===== config.mk =====
export PLATFORM = sky130hd
export DESIGN_NAME = midi_out_tx
export DESIGN_NICKNAME = d
export VERILOG_FILES = /design/src/rtl/midi_pkg.sv /design/src/rtl/midi_tx_fifo.sv /design/src/rtl/midi_out_tx.sv
export SDC_FILE = /design/constraint.sdc
export NUM_CORES = 1
export LEC_CHECK = 0
export ABC_CLOCK_PERIOD_IN_PS = 2000
export CAP_MARGIN = 20
export CORE_ASPECT_RATIO = 0.7
export CORE_MARGIN = 2
export CORE_UTILIZATION = 40
export DETAILED_ROUTE_END_ITERATION = 16
export GPL_TIMING_DRIVEN = 0
export SYNTH_ARGS = -nofsm -noshare
export SYNTH_HDL_FRONTEND = slang
export SYNTH_SLANG_ARGS = --single-unit
export TNS_END_PERCENT = 20

===== constraint.sdc =====
create_clock -name sys_clk -period 2 [get_ports sys_clk]
set_input_delay 0.5 -clock sys_clk [delete_from_list [all_inputs] [get_ports sys_clk]]
set_output_delay 0.5 -clock sys_clk [all_outputs]
set_load 0.02 [all_outputs]

===== src/rtl/midi_pkg.sv =====
// Shared constants and FSM state type for the MIDI OUT transmitter.
package midi_pkg;

   localparam logic [7:0] MIDI_STATUS_MIN = 8'h80;
   localparam logic [7:0] MIDI_SYSCOM_MIN = 8'hF0;
   localparam logic [7:0] MIDI_RT_MIN     = 8'hF8;
   localparam int         MIDI_FRAME_BITS = 10;

   typedef enum logic [2:0] {
      ST_IDLE,
      ST_CHECK,
      ST_START,
      ST_DATA,
      ST_STOP
   } midi_state_e;

endpackage


===== src/rtl/midi_tx_fifo.sv =====
// Byte FIFO with registered flags; pointers carry an extra wrap bit so full
// and empty are told apart by the MSB alone.
module midi_tx_fifo #(
   parameter int DEPTH = 4,
   parameter int WIDTH = 8
) (
   input  logic                     clk,
   input  logic                     rst_n,
   input  logic                     push_i,
   input  logic                     pop_i,
   input  logic [WIDTH-1:0]         wdata_i,
   output logic [WIDTH-1:0]         rdata_o,
   output logic                     full_o,
   output logic                     empty_o,
   output logic [$clog2(DEPTH):0]   level_o
);

   localparam int AW = $clog2(DEPTH);

   logic [WIDTH-1:0] mem_q [DEPTH];
   logic [AW:0]      wptr_q, wptr_d, rptr_q, rptr_d, level_q, level_d;
   logic             full_q, full_d, empty_q, empty_d;
   logic             push, pop;

   always_comb begin
      push    = push_i && !full_q;
      pop     = pop_i && !empty_q;
      wptr_d  = wptr_q + (AW+1)'(push);
      rptr_d  = rptr_q + (AW+1)'(pop);
      level_d = level_q + (AW+1)'(push) - (AW+1)'(pop);
      empty_d = (wptr_d == rptr_d);
      full_d  = (wptr_d[AW] != rptr_d[AW]) && (wptr_d[AW-1:0] == rptr_d[AW-1:0]);
   end

   always_ff @(posedge clk) begin
      if (!rst_n) begin
         wptr_q  <= '0;
         rptr_q  <= '0;
         level_q <= '0;
         full_q  <= 1'b0;
         empty_q <= 1'b1;
      end else begin
         wptr_q  <= wptr_d;
         rptr_q  <= rptr_d;
         level_q <= level_d;
         full_q  <= full_d;
         empty_q <= empty_d;
      end
   end

   // Storage is not reset; the pointers alone define what is valid.
   always_ff @(posedge clk) begin
      if (push) mem_q[wptr_q[AW-1:0]] <= wdata_i;
   end

   assign rdata_o = mem_q[rptr_q[AW-1:0]];
   assign full_o  = full_q;
   assign empty_o = empty_q;
   assign level_o = level_q;

endmodule


===== src/rtl/midi_out_tx.sv =====
// MIDI OUT serializer: FIFO-buffered bytes sent as 8N1 frames, with optional
// running-status suppression of repeated channel-status bytes.
module midi_out_tx
   import midi_pkg::*;
#(
   parameter int SYSCLK_F          = 48000000,
   parameter int MIDI_BAUD         = 31250,
   parameter int CLK_PER_BIT       = SYSCLK_F / MIDI_BAUD,
   parameter int FIFO_DEPTH        = 4,
   parameter int RUNNING_STATUS_EN = 1
) (
   input  logic                          sys_clk,
   input  logic                          sys_rst_n,
   input  logic [7:0]                    tx_data,
   input  logic                          tx_valid,
   output logic                          tx_ready,
   output logic                          MIDI_OUT,
   output logic                          tx_busy,
   output logic                          byte_sent_strobe,
   output logic [$clog2(FIFO_DEPTH):0]   fifo_level
);

   localparam int            TW       = $clog2(CLK_PER_BIT);
   localparam logic [TW-1:0] BIT_LOAD = TW'(CLK_PER_BIT - 1);

   midi_state_e   state_q;
   logic [7:0]    shreg_q, rs_q, head;
   logic          rs_vld_q;
   logic [TW-1:0] timer_q;
   logic [2:0]    idx_q;
   logic          midi_out_q, strobe_q, busy_q;
   logic          fifo_full, fifo_empty, fifo_pop, tx_push;
   logic          is_chan, is_syscom, drop;

   midi_tx_fifo #(.DEPTH(FIFO_DEPTH), .WIDTH(8)) u_fifo (
      .clk     (sys_clk),
      .rst_n   (sys_rst_n),
      .push_i  (tx_valid),
      .pop_i   (fifo_pop),
      .wdata_i (tx_data),
      .rdata_o (head),
      .full_o  (fifo_full),
      .empty_o (fifo_empty),
      .level_o (fifo_level)
   );

   always_comb begin
      tx_push   = tx_valid && !fifo_full;
      fifo_pop  = (state_q == ST_IDLE) && !fifo_empty;
      is_chan   = (shreg_q >= MIDI_STATUS_MIN) && (shreg_q < MIDI_SYSCOM_MIN);
      is_syscom = (shreg_q >= MIDI_SYSCOM_MIN) && (shreg_q < MIDI_RT_MIN);
      drop      = is_chan && (RUNNING_STATUS_EN != 0) && rs_vld_q && (shreg_q == rs_q);
   end

   always_ff @(posedge sys_clk) begin
      if (!sys_rst_n) begin
         state_q    <= ST_IDLE;
         shreg_q    <= '0;
         rs_q       <= '0;
         rs_vld_q   <= 1'b0;
         timer_q    <= '0;
         idx_q      <= '0;
         midi_out_q <= 1'b1;
         strobe_q   <= 1'b0;
         busy_q     <= 1'b0;
      end else begin
         strobe_q <= 1'b0;
         busy_q   <= tx_push || !fifo_empty || (state_q != ST_IDLE);
         case (state_q)
            ST_IDLE: begin
               if (!fifo_empty) begin
                  shreg_q <= head;
                  state_q <= ST_CHECK;
               end
            end
            ST_CHECK: begin
               if (drop) begin
                  state_q <= ST_IDLE;
                  busy_q  <= tx_push || !fifo_empty;
               end else begin
                  if (is_chan) begin
                     rs_q     <= shreg_q;
                     rs_vld_q <= 1'b1;
                  end
                  if (is_syscom) rs_vld_q <= 1'b0;
                  state_q    <= ST_START;
                  midi_out_q <= 1'b0;
                  timer_q    <= BIT_LOAD;
               end
            end
            ST_START: begin
               if (timer_q == '0) begin
                  state_q    <= ST_DATA;
                  midi_out_q <= shreg_q[0];
                  idx_q      <= '0;
                  timer_q    <= BIT_LOAD;
               end else begin
                  timer_q <= timer_q - TW'(1);
               end
            end
            ST_DATA: begin
               if (timer_q == '0) begin
                  timer_q <= BIT_LOAD;
                  if (idx_q == 3'd7) begin
                     state_q    <= ST_STOP;
                     midi_out_q <= 1'b1;
                  end else begin
                     idx_q      <= idx_q + 3'd1;
                     midi_out_q <= shreg_q[idx_q + 3'd1];
                  end
               end else begin
                  timer_q <= timer_q - TW'(1);
               end
            end
            ST_STOP: begin
               // Raise the strobe one cycle early so the registered pulse
               // lands on the last stop-bit cycle.
               if (timer_q == TW'(1)) strobe_q <= 1'b1;
               if (timer_q == '0) begin
                  state_q <= ST_IDLE;
                  busy_q  <= tx_push || !fifo_empty;
               end else begin
                  timer_q <= timer_q - TW'(1);
               end
            end
            default: state_q <= ST_IDLE;
         endcase
      end
   end

   assign tx_ready         = !fifo_full;
   assign MIDI_OUT         = midi_out_q;
   assign tx_busy          = busy_q;
   assign byte_sent_strobe = strobe_q;

endmodule


* Yosys cells after proc, flatten, opt, wreduce, memory -nomap -nowiden
Memory sizes are Yosys's and may differ from the RTL's. A register that Yosys moved wholly into a read port is not among the register bits.
Cells that the tools add are included.
** Cells by class
- Add/subtract/negate cells :: 6
- Magnitude comparators :: 5
- Eq/ne operators :: 18
- Muxes and demuxes :: 29
- Bitwise gates (word level) :: 2
- Reduce and logical (&&, ||, !) cells :: 29
** Operators by type and width (number)
- 11-bit two-way mux :: 3
- 11-bit one-hot mux with 3 select lines :: 1
- 3-bit two-way mux :: 7
- 8-bit greater-or-equal comparator (second input constant) :: 2
- 8-bit less-than comparator (second input constant) :: 2
- 2-bit != test (second input constant) :: 8
- 3-bit one-hot mux with 5 select lines :: 1
- 1-bit two-way mux :: 12
- 11-bit by 1-bit equality test with 1-bit output (second input constant) :: 1
- 11-bit logical NOT :: 1
- 11-bit by 1-bit subtractor with 11-bit output (second input constant) :: 1
- 3-bit by 1-bit adder with 3-bit output :: 3
- 3-bit AND reduction :: 3
- 3-bit nonzero test :: 3
- 8-bit equality test :: 1
- 1-bit logical AND :: 8
- 4-bit AND reduction :: 2
- 3-bit by 2-bit equality test with 1-bit output (second input constant) :: 2
- 3-bit equality test (second input constant) :: 2
- 3-bit one-hot mux with 2 select lines :: 1
- 5-bit AND reduction :: 1
- 3-bit by 4-bit less-than comparator with 1-bit output (second input constant) :: 1
- 2-bit AND reduction :: 2
- 2-bit nonzero test :: 2
- other kinds (15) :: 19
** Word-level totals
- Register bits :: 40
- Bits in writable memories :: 32
- Input port bits :: 11
- Output and inout bits :: 7
- Logic and storage cells :: 103
- Memories kept :: 1
** Memory list
- u_fifo.mem_q :: words 4, bits a word 8, read ports 1, clocked after Yosys merged registers in 1, wr ports 1, RTL line midi_tx_fifo.sv:20 : logic [WIDTH-1:0] mem_q [DEPTH];

* Depth between registers and ports, before layout
Gate-level depths: netlist of the first run.
- Depth after elaboration :: 6
- Mapped depth :: 10

* Modules after synthesis
Synthesis of the first run repeated with hierarchy kept, for this count alone.
** Second synthesis, totals
- Cell total of the unflattened synthesis :: 324
- Area, all modules :: 3701.0 um^2
** Modules (own cells, without submodules)
- midi_out_tx :: times used 1, cells each 231, area each 2005.7 um^2, seq. area each 740.7 um^2
- midi_tx_fifo :: times used 1, cells each 93, area each 1695.4 um^2, seq. area each 1181.1 um^2

* Worst setup path after synthesis of the first run
OpenSTA, ideal clock, no wires.
- Path kind :: flip-flop to flip-flop
- Start point :: reg state_q[0]
- End point :: reg u_fifo.level_q[2] (netlist: u_fifo.level_o[2])
- Data arrival time :: 2084 ps
- Setup slack :: -211 ps
- Cell stages (with the launch flop) :: 11
- Cell sequence :: dfxtp_1 > clkbuf_1 > nor4_1 > buf_2 > ha_1 > inv_1 > ha_1 > fa_1 > xnor2_1 > xnor2_1 > nor2_1
** Between the ends
- Longest elaborated chain between the ends :: 4
** Ends and longest elaborated chain
- start: declaration :: RTL line midi_out_tx.sv:26 : midi_state_e state_q;
- start signal: assignment :: RTL line midi_out_tx.sv:57 : state_q <= ST_IDLE;
- start signal: assignment :: RTL line midi_out_tx.sv:73 : state_q <= ST_CHECK;
- start signal: assignment :: RTL line midi_out_tx.sv:78 : state_q <= ST_IDLE;
- 3-bit logical NOT :: RTL line midi_out_tx.sv:49 : fifo_pop = (state_q == ST_IDLE) && !fifo_empty;
- 1-bit logical AND :: RTL line midi_out_tx.sv:49
- 1-bit logical AND :: RTL line midi_tx_fifo.sv:27 : pop = pop_i && !empty_q;
- 3-bit by 1-bit subtractor with 3-bit output :: RTL line midi_tx_fifo.sv:30 : level_d = level_q + (AW+1)'(push) - (AW+1)'(pop);
- end signal: assignment :: RTL line midi_tx_fifo.sv:45 : level_q <= level_d;
- end: declaration :: RTL line midi_tx_fifo.sv:21 : logic [AW:0] wptr_q, wptr_d, rptr_q, rptr_d, level_q, level_d;
Every way passes these cells.
A chain may end at the register's enable or synchronous reset.

* Final worst setup path of the first run
- Start point :: reg idx_q[0]
- End point :: reg midi_out_q (netlist: MIDI_OUT)
** Between the ends
- Longest elaborated chain between the ends :: 6
** Ends and longest elaborated chain
- start: declaration :: RTL line midi_out_tx.sv:30 : logic [2:0] idx_q;
- start signal: assignment :: RTL line midi_out_tx.sv:108 : idx_q <= idx_q + 3'd1;
- 3-bit by 1-bit adder with 3-bit output :: RTL line midi_out_tx.sv:109 : midi_out_q <= shreg_q[idx_q + 3'd1];
- 1-bit binary-select mux with 3-bit select :: RTL line midi_out_tx.sv:109
- 1-bit two-way mux (implied by the code) :: RTL line midi_out_tx.sv:109
- 1-bit two-way mux (*) :: RTL line midi_out_tx.sv:104 : if (idx_q == 3'd7) begin
- 1-bit two-way mux (*) :: RTL line midi_out_tx.sv:102 : if (timer_q == '0) begin
- 1-bit one-hot mux with 3 select lines (*) :: RTL line midi_out_tx.sv:69 : case (state_q)
- end signal: assignment :: RTL line midi_out_tx.sv:94 : midi_out_q <= shreg_q[0];
- end signal: assignment :: RTL line midi_out_tx.sv:109
- end: declaration :: RTL line midi_out_tx.sv:31 : logic midi_out_q, strobe_q, busy_q;
Every way passes the cells marked *; elsewhere a longest branch is shown, timed or not. The select of a mux whose other input is x is not followed.

==> out/metrics.csv, run 1 <==
stage,metric,value,unit
timing,crit path time final,2.00,ns
layout,# nets final,365,
die,Die Height,83.1,um
timing,post-layout worst setup margin,0.00371,ns
timing,TNS Setup,0,ns
logic_synthesis,Synth Area in XOR/XNOR,0.0343,
timing,clock skew,0.00656,ns
logic_synthesis,asr flop ratio synth,0,
logic_synthesis,compound-cell area share of the yosys netlist,0.106,
setup_path,worst reg2reg path depth,7,
routing,detailed-route wire length per cell,15.8,um
setup_path,largest fanout on the critical path,3,
setup_path,CP top delay family,compound AO/OA/AOI/OAI gates,
logic_synthesis,syn nets,330,
logic_synthesis,largest family of logic cells by synthesized area,simple AND/OR/NAND/NOR gates,
outcome,run status,"complete, no violations",
grt,vias in the first global route,2210,
grt,first-pass GRT wire length,11.7,mm
setup_path,RR Startpoint,idx_q[0],
timing,FMAX,501,MHz
setup_path,Worst Path Buf+Inv,0,
timing,Final Cycle Share,0.998,
die,die width,117,um
logic_synthesis,"Primary FF master, synth",dfxtp_1,
routing,final WL,7.36,mm
place,Placed Instances,445,
layout,area grow syn2layout,24.5,%
place,hpwl dp,4.90,mm
setup_path,FF-to-FF setup slack,0.004,ns
clock_tree,"Hold-fix buffers, CTS",0,
routing,starting DRC count in detailed routing,122,
timing,RSZ-0062 raised after global routing,true,
setup_path,worst path cell trace,"ha_4, ha_4, mux4_2, a21oi_2, o21ai_1, a211o_1, o31a_1",
worst_hold_path,hold path cells,2,
grt,gr usage total,0.161,
logic_synthesis,Mapped Cells,307,
die,die area,0.00972,mm^2
setup_path,"most used cell, CP",ha_4,
routing,Detail Route Antenna Nets,0,
die,Top Ports,18,
logic_synthesis,Adder-Cell Fraction of Synth Area,0.0441,
clock_tree,CTS tree,done,
timing,Final Hold Fails,0,
logic_synthesis,cell taking the most area after synthesis,dfxtp_1,
logic_synthesis,post-synth top area share,0.269,
clock_tree,Clock Latency Late Sink,0.34,ns
power,peak supply drop,0.816,mV
setup_path,critical path launch point type,flip-flop,
logic_synthesis,mux share of post-synthesis cell area,0.0910,
clock_tree,clock slew at reported path FFs,0.06,ns
logic_synthesis,syn avg cell area,11.6,um^2
worst_hold_path,Hold WC Path Type,flip-flop to flip-flop,
grt,initial antenna violation count,0,
power,Power Density,1380,mW/mm^2
layout,Fill cells,784,
logic_synthesis,Synth Register Bits,80,
grt,largest net degree at the start of global routing,16,
place,RePlAce Congestion,0.825,
die,Core Area,0.00855,mm^2
timing,Max Slew Vio Count,0,
logic_synthesis,Post-synth EDFFs,32,
die,row count,28,
layout,Antenna diodes,0,
setup_path,RR Endpoint,MIDI_OUT,
layout,non-filler instance count after layout,467,
setup_path,Critical Path AT,2.23,ns
grt,gr ovfl total,0,
clock_tree,CTS H-Tree Depth,3,
power,Leak Pwr,1.54,nW
layout,layout cell share with drive strength beyond 1,0.207,
setup_path,type of the worst setup path,flip-flop to flip-flop,
worst_hold_path,Worst Hold End,rs_q[7],
logic_synthesis,library cells used by synthesis,51,
routing,Vias,2460,
clock_tree,clk sinks,80,
clock_tree,CTS root buffer,clkbuf_16,
routing,drt drc,0,
timing,Slew HR,0.533,
die,initial core utilization,0.418,
logic_synthesis,"Cell Area, Synth",0.00357,mm^2
flow_run,Max-Cap Viols,0,
setup_path,WP data required,2.23,ns
logic_synthesis,Synth area leaders,"dfxtp_1, edfxtp_1, mux4_2",
setup_path,Crit-path slowest cell,mux4_2,
routing,vias per cell,5.27,
setup_path,CP max stage delay,0.52,ns
timing,slew of the pin with the lowest slew margin,0.701,ns
logic_synthesis,YS warnings,0,
setup_path,endpoint class of the critical path,flip-flop,
logic_synthesis,simple-gate share of the synthesized area,0.155,
worst_hold_path,HP Start,rs_q[7],
place,IO Port Bufs,17,
timing,Final setup viols,0,
clock_tree,CTS Buffer Depth,2,
logic_synthesis,sequential-to-total area share from yosys stat,0.538,
place,Post-Place Worst Slack,-0.632,ns
clock_tree,Inserted Clock Buffers,9,
routing,DRT Pass-1 Iters,4,
[registers in the layout (all words and copies together) (netlist names)]
register          cells
u_fifo.wptr_q         3
byte_sent_strobe      1
idx_q                 3
rs_vld_q              1
u_fifo.empty_o        1
timer_q              11
state_q               3
shreg_q               8
tx_busy               1
u_fifo.full_o         1
u_fifo.level_o        3
rs_q                  8
u_fifo.rptr_q         3
u_fifo.mem_q         32
MIDI_OUT              1
[worst register-to-register path, cell delays in order, from the launching register on]
cell and delay [ns]:
dfxtp_4 0.36, ha_4 0.16, ha_4 0.28, mux4_2 0.52, a21oi_2 0.13, o21ai_1 0.07
a211o_1 0.28, o31a_1 0.10
[logic make-up after synthesis]
| logic type | count (synthesis) |
|---|---|
| AOI/OAI and AO/OA | 53 |
| xor gates and xnor gates | 14 |
| adders and majority gates | 12 |
| buffers and inverters | 26 |
| DFF | 80 |
| muxes | 20 |
| and+or+nand+nor | 102 |
[worst max-delay path by stage]
stage | startpoint | slack [ns] | to | depth (start not counted)
3_5_place_dp | tx_valid | -0.63 | u_fifo.mem_q[0][6] | 4
3_3_place_gp | tx_valid | -0.96 | u_fifo.mem_q[0][6] | 3
5_1_grt | state_q[0] | -0.06 | u_fifo.level_o[2] | 9
2_1_floorplan | state_q[1] | -0.02 | u_fifo.level_o[2] | 10
4_1_cts | state_q[1] | -0.07 | u_fifo.level_o[2] | 10
6_report | idx_q[0] | 0.004 | MIDI_OUT | 7
[cells in the final DEF (no fill, tap or decap), types with 4 or more instances in the layout]
master | synthesis | routed
o2111a_1 | 8 | 8
ha_1 | 11 | 7
clkbuf_1 | 9 | 6
ha_4 | 0 | 4
o21ai_0 | 10 | 9
and2_1 | 7 | 7
xnor2_1 | 11 | 10
or3_1 | 8 | 8
inv_1 | 11 | 10
nand2_1 | 17 | 17
and3_1 | 4 | 4
clkbuf_16 | 0 | 10
mux4_2 | 10 | 10
buf_4 | 2 | 12
a21oi_1 | 18 | 17
clkdlybuf4s50_1 | 0 | 17
nor2_1 | 21 | 20
nand4_1 | 5 | 5
nand3_1 | 15 | 15
edfxtp_1 | 32 | 32
dfxtp_1 | 48 | 43
mux2i_1 | 10 | 10
nor3_1 | 6 | 5
[report_power, final]
group / internal (mW) / total (mW) / leakage, nW / switching (mW)
Combinational: 0.964 / 1.97 / 0.686 / 1.00
Clock: 1.18 / 1.88 / 0.169 / 0.700
Sequential: 1.97 / 2.27 / 0.689 / 0.301
Total: 4.12 / 6.13 / 1.54 / 2.01
[layer usage]
layer	wire length (um)	vias to the layer above	share of wire	GRT usage
met5	0	-	0	0
met4	104	0	0.014	0.0481
met3	302	8	0.041	0.0679
met2	3190	33	0.43	0.219
met1	3760	1203	0.51	0.231
li1	-	1216	-	-
[layout make-up]
| type | instances | area [um^2] | area share |
|---|---|---|---|
| multi-input combinational | 201 | 1660 | 0.374 |
| buffer | 12 | 75.1 | 0.0169 |
| timing repair buffer | 26 | 238 | 0.0534 |
| sequential | 80 | 1930 | 0.434 |
| tap | 120 | 150 | 0.0337 |
| clock buffer | 10 | 250 | 0.0562 |
| inverter | 12 | 45.0 | 0.0101 |
| clock inverter | 6 | 95.1 | 0.0214 |
[per-stage QoR]
step                      total power, mW  area, um^2  utilization  hold WS, ns
after global placement               4.05        3930        0.460        0.454
after global routing                 6.48        4450        0.520        0.510
after CTS                            6.04        4340        0.507        0.490
after floorplan                      3.61        3610            -        0.437
after detailed placement             4.08        3940        0.461        0.475
final                                6.13        4450        0.520        0.486
[repair_timing]
action | in CTS | in global routing
setup buffers | 2 | 6
pin swaps | 0 | 11
endpoints found under the setup margin | 21 | 19
endpoints found under the hold margin | 0 | 0
resized for setup | 8 | 19
cloned | 0 | 0
[synth_stat cells (3+ instances only)]
cell	instances
a21oi_1	18
and2_1	7
and3_1	4
clkbuf_1	9
dfxtp_1	48
edfxtp_1	32
ha_1	11
inv_1	11
mux2i_1	10
mux4_2	10
nand2_1	17
nand3_1	15
nand4_1	5
nor2_1	21
nor3_1	6
nor4_1	4
o2111a_1	8
o21ai_0	10
o31a_1	3
or3_1	8
xnor2_1	11
xor2_1	3
(Power assumes the default switching activity.)
==> inputs of run 2 (changes only) <==
--- a/config.mk
+++ b/config.mk
@@ -9,9 +9,11 @@
 export CAP_MARGIN = 20
 export CORE_ASPECT_RATIO = 0.7
 export CORE_MARGIN = 2
-export CORE_UTILIZATION = 40
+export CORE_UTILIZATION = 54
 export DETAILED_ROUTE_END_ITERATION = 16
 export GPL_TIMING_DRIVEN = 0
+export HOLD_SLACK_MARGIN = 0.02
+export PLACE_DENSITY = 0.76
 export SYNTH_ARGS = -nofsm -noshare
 export SYNTH_HDL_FRONTEND = slang
 export SYNTH_SLANG_ARGS = --single-unit
==> run 2 against run 1 <==
- the run now ends with negative setup slack left
- core utilization increased by 16 points
- clock power decreased by 28%
- hold slack improved by 0.013 ns
- wire length increased by 0.90%
- via count increased by 4.1%
- sequential cell count unchanged
- sequential share of layout area increased by 1.8 points
==> out/metrics.csv, run 2 (synthesis results as in run 1) <==
stage,metric,value,unit,change
routing,starting DRC count in detailed routing,145,,was 122
clock_tree,CTS root buffer,clkbuf_8,,was clkbuf_16
clock_tree,Inserted Clock Buffers,9,,unchanged
layout,Antenna diodes,0,,unchanged
grt,vias in the first global route,2374,,was 2210
routing,vias per cell,6.03,,was 5.27
outcome,run status,"finished, violations left",,"was complete, no violations"
setup_path,WP data required,2.24,ns,was 2.23 ns
layout,layout cell share with drive strength beyond 1,0.202,,was 0.207
setup_path,critical path launch point type,flip-flop,,unchanged
timing,crit path time final,2.00,ns,about the same
setup_path,Critical Path AT,2.24,ns,was 2.23 ns
setup_path,endpoint class of the critical path,flip-flop,,unchanged
setup_path,largest fanout on the critical path,4,,was 3
power,Power Density,1320,mW/mm^2,was 1380 mW/mm^2
clock_tree,clock slew at reported path FFs,0.09,ns,was 0.06 ns
routing,Detail Route Antenna Nets,0,,unchanged
die,initial core utilization,0.567,,was 0.418
grt,gr usage total,0.215,,was 0.161
outcome,failing checks,negative setup slack,,
worst_hold_path,hold path cells,2,,unchanged
layout,# nets final,365,,unchanged
die,Die Height,72.1,um,was 83.1 um
timing,Final Hold Fails,0,,unchanged
die,Core Area,0.00631,mm^2,was 0.00855 mm^2
clock_tree,Clock Latency Late Sink,0.35,ns,was 0.34 ns
routing,Vias,2561,,was 2460
timing,Final Cycle Share,1.00,,was 0.998
setup_path,worst reg2reg path depth,7,,unchanged
timing,post-layout worst setup margin,-0.00108,ns,was 0.00371 ns
power,peak supply drop,0.833,mV,was 0.816 mV
clock_tree,CTS H-Tree Depth,3,,unchanged
layout,"commonest non-fill, non-tap cell in the layout",dfxtp_1,,unchanged
grt,initial antenna violation count,0,,unchanged
routing,final WL,7.43,mm,was 7.36 mm
routing,DRT Pass-1 Iters,4,,unchanged
die,row count,24,,was 28
layout,post-layout util,0.678,,was 0.520
grt,largest net degree at the start of global routing,17,,was 16
place,hpwl dp,4.88,mm,was 4.90 mm
flow_run,Max-Cap Viols,0,,unchanged
timing,Max Slew Vio Count,0,,unchanged
timing,FMAX,500,MHz,was 501 MHz
die,die area,0.00730,mm^2,was 0.00972 mm^2
place,IO Port Bufs,17,,unchanged
timing,RSZ-0062 raised after global routing,true,,unchanged
routing,detailed-route wire length per cell,17.5,um,was 15.8 um
grt,first-pass GRT wire length,11.9,mm,was 11.7 mm
setup_path,type of the worst setup path,flip-flop to flip-flop,,unchanged
clock_tree,CTS Buffer Depth,2,,unchanged
die,die width,101,um,was 117 um
layout,area grow syn2layout,19.6,%,was 24.5%
die,Top Ports,18,,unchanged
power,Leak Pwr,1.51,nW,was 1.54 nW
layout,"commonest cells after routing, fill and taps aside","dfxtp_1, edfxtp_1, nor2_1",,unchanged
routing,drt drc,0,,unchanged
grt,gr ovfl total,0,,unchanged
clock_tree,clk sinks,80,,unchanged
power,Tot Pwr,5.63,mW,was 6.13 mW
timing,Slew HR,0.524,,was 0.533
timing,slew of the pin with the lowest slew margin,0.715,ns,was 0.701 ns
timing,clock skew,0.0121,ns,was 0.00656 ns
place,RePlAce Congestion,0.885,,was 0.825
timing,Final setup viols,1,,was 0
worst_hold_path,Hold WC Path Type,flip-flop to flip-flop,,unchanged
layout,max reg flops,32,,unchanged
clock_tree,CTS tree,done,,unchanged
==> run 2: layout make-up <==
cell class	instances	area, um^2
Clock buffer	9	124
Clock inverter	7	106
Fill cell	468	2030
Buffer	12	75.1
Timing Repair Buffer	26	240
Inverter	12	45.0
Sequential cell	80	1930
Multi-Input combinational cell	201	1650
Tap cell	78	97.6
==> run 2: repair_timing <==
action                                  CTS  global route
hold buffers                              0             0
cloned                                    0             0
pin swaps                                 0            10
gates resized for setup                   9            18
setup buffers                             1             7
endpoints found under the setup margin   21            21
hold endpoints to repair                  0             0
==> run 2: report_power, final <==
group          total [mW]  internal, mW  switching (mW)  leakage (nW)
sequential           2.28          1.97           0.309         0.690
combinational        1.99         0.969            1.02         0.700
clock                1.36         0.729           0.634         0.117
total                5.63          3.67            1.96          1.51
==> run 2: metrics by stage <==
stage	setup TNS (ns)	hold slack (ns)	instance area, um^2	instances	worst slack, ns
2_1_floorplan	-0.0167	0.437	3610	307	-0.0167
3_3_place_gp	-15.13	0.455	3880	402	-0.833
3_5_place_dp	-15.38	0.485	3890	403	-0.766
4_1_cts	-0.142	0.498	4170	420	-0.0582
5_1_grt	-0.149	0.518	4280	425	-0.0826
6_report	-0.00108	0.499	4280	425	-0.00108
==> run 2: routing by layer <==
metal  global-route usage  routed length [um]
met5                    0                   0
met4               0.0495                  25
met3               0.0645                 462
met2                0.333                3490
met1                0.302                3450
==> run 2: final timing paths <==
check                           startpoint  slack (ns)        to
worst max-delay path              idx_q[0]      -0.001  MIDI_OUT
worst min-delay path               rs_q[2]        0.50   rs_q[2]
worst max register to register    idx_q[0]      -0.001  MIDI_OUT
worst min register to register     rs_q[2]        0.50   rs_q[2]
==> run 2: worst max-delay path: stages, from the launching register on <==
cell and delay (ns):
dfxtp_4 0.37, ha_4 0.17, ha_4 0.28, mux4_2 0.49, nand3_1 0.12, a21oi_1 0.09
a211o_1 0.28, o31a_1 0.11
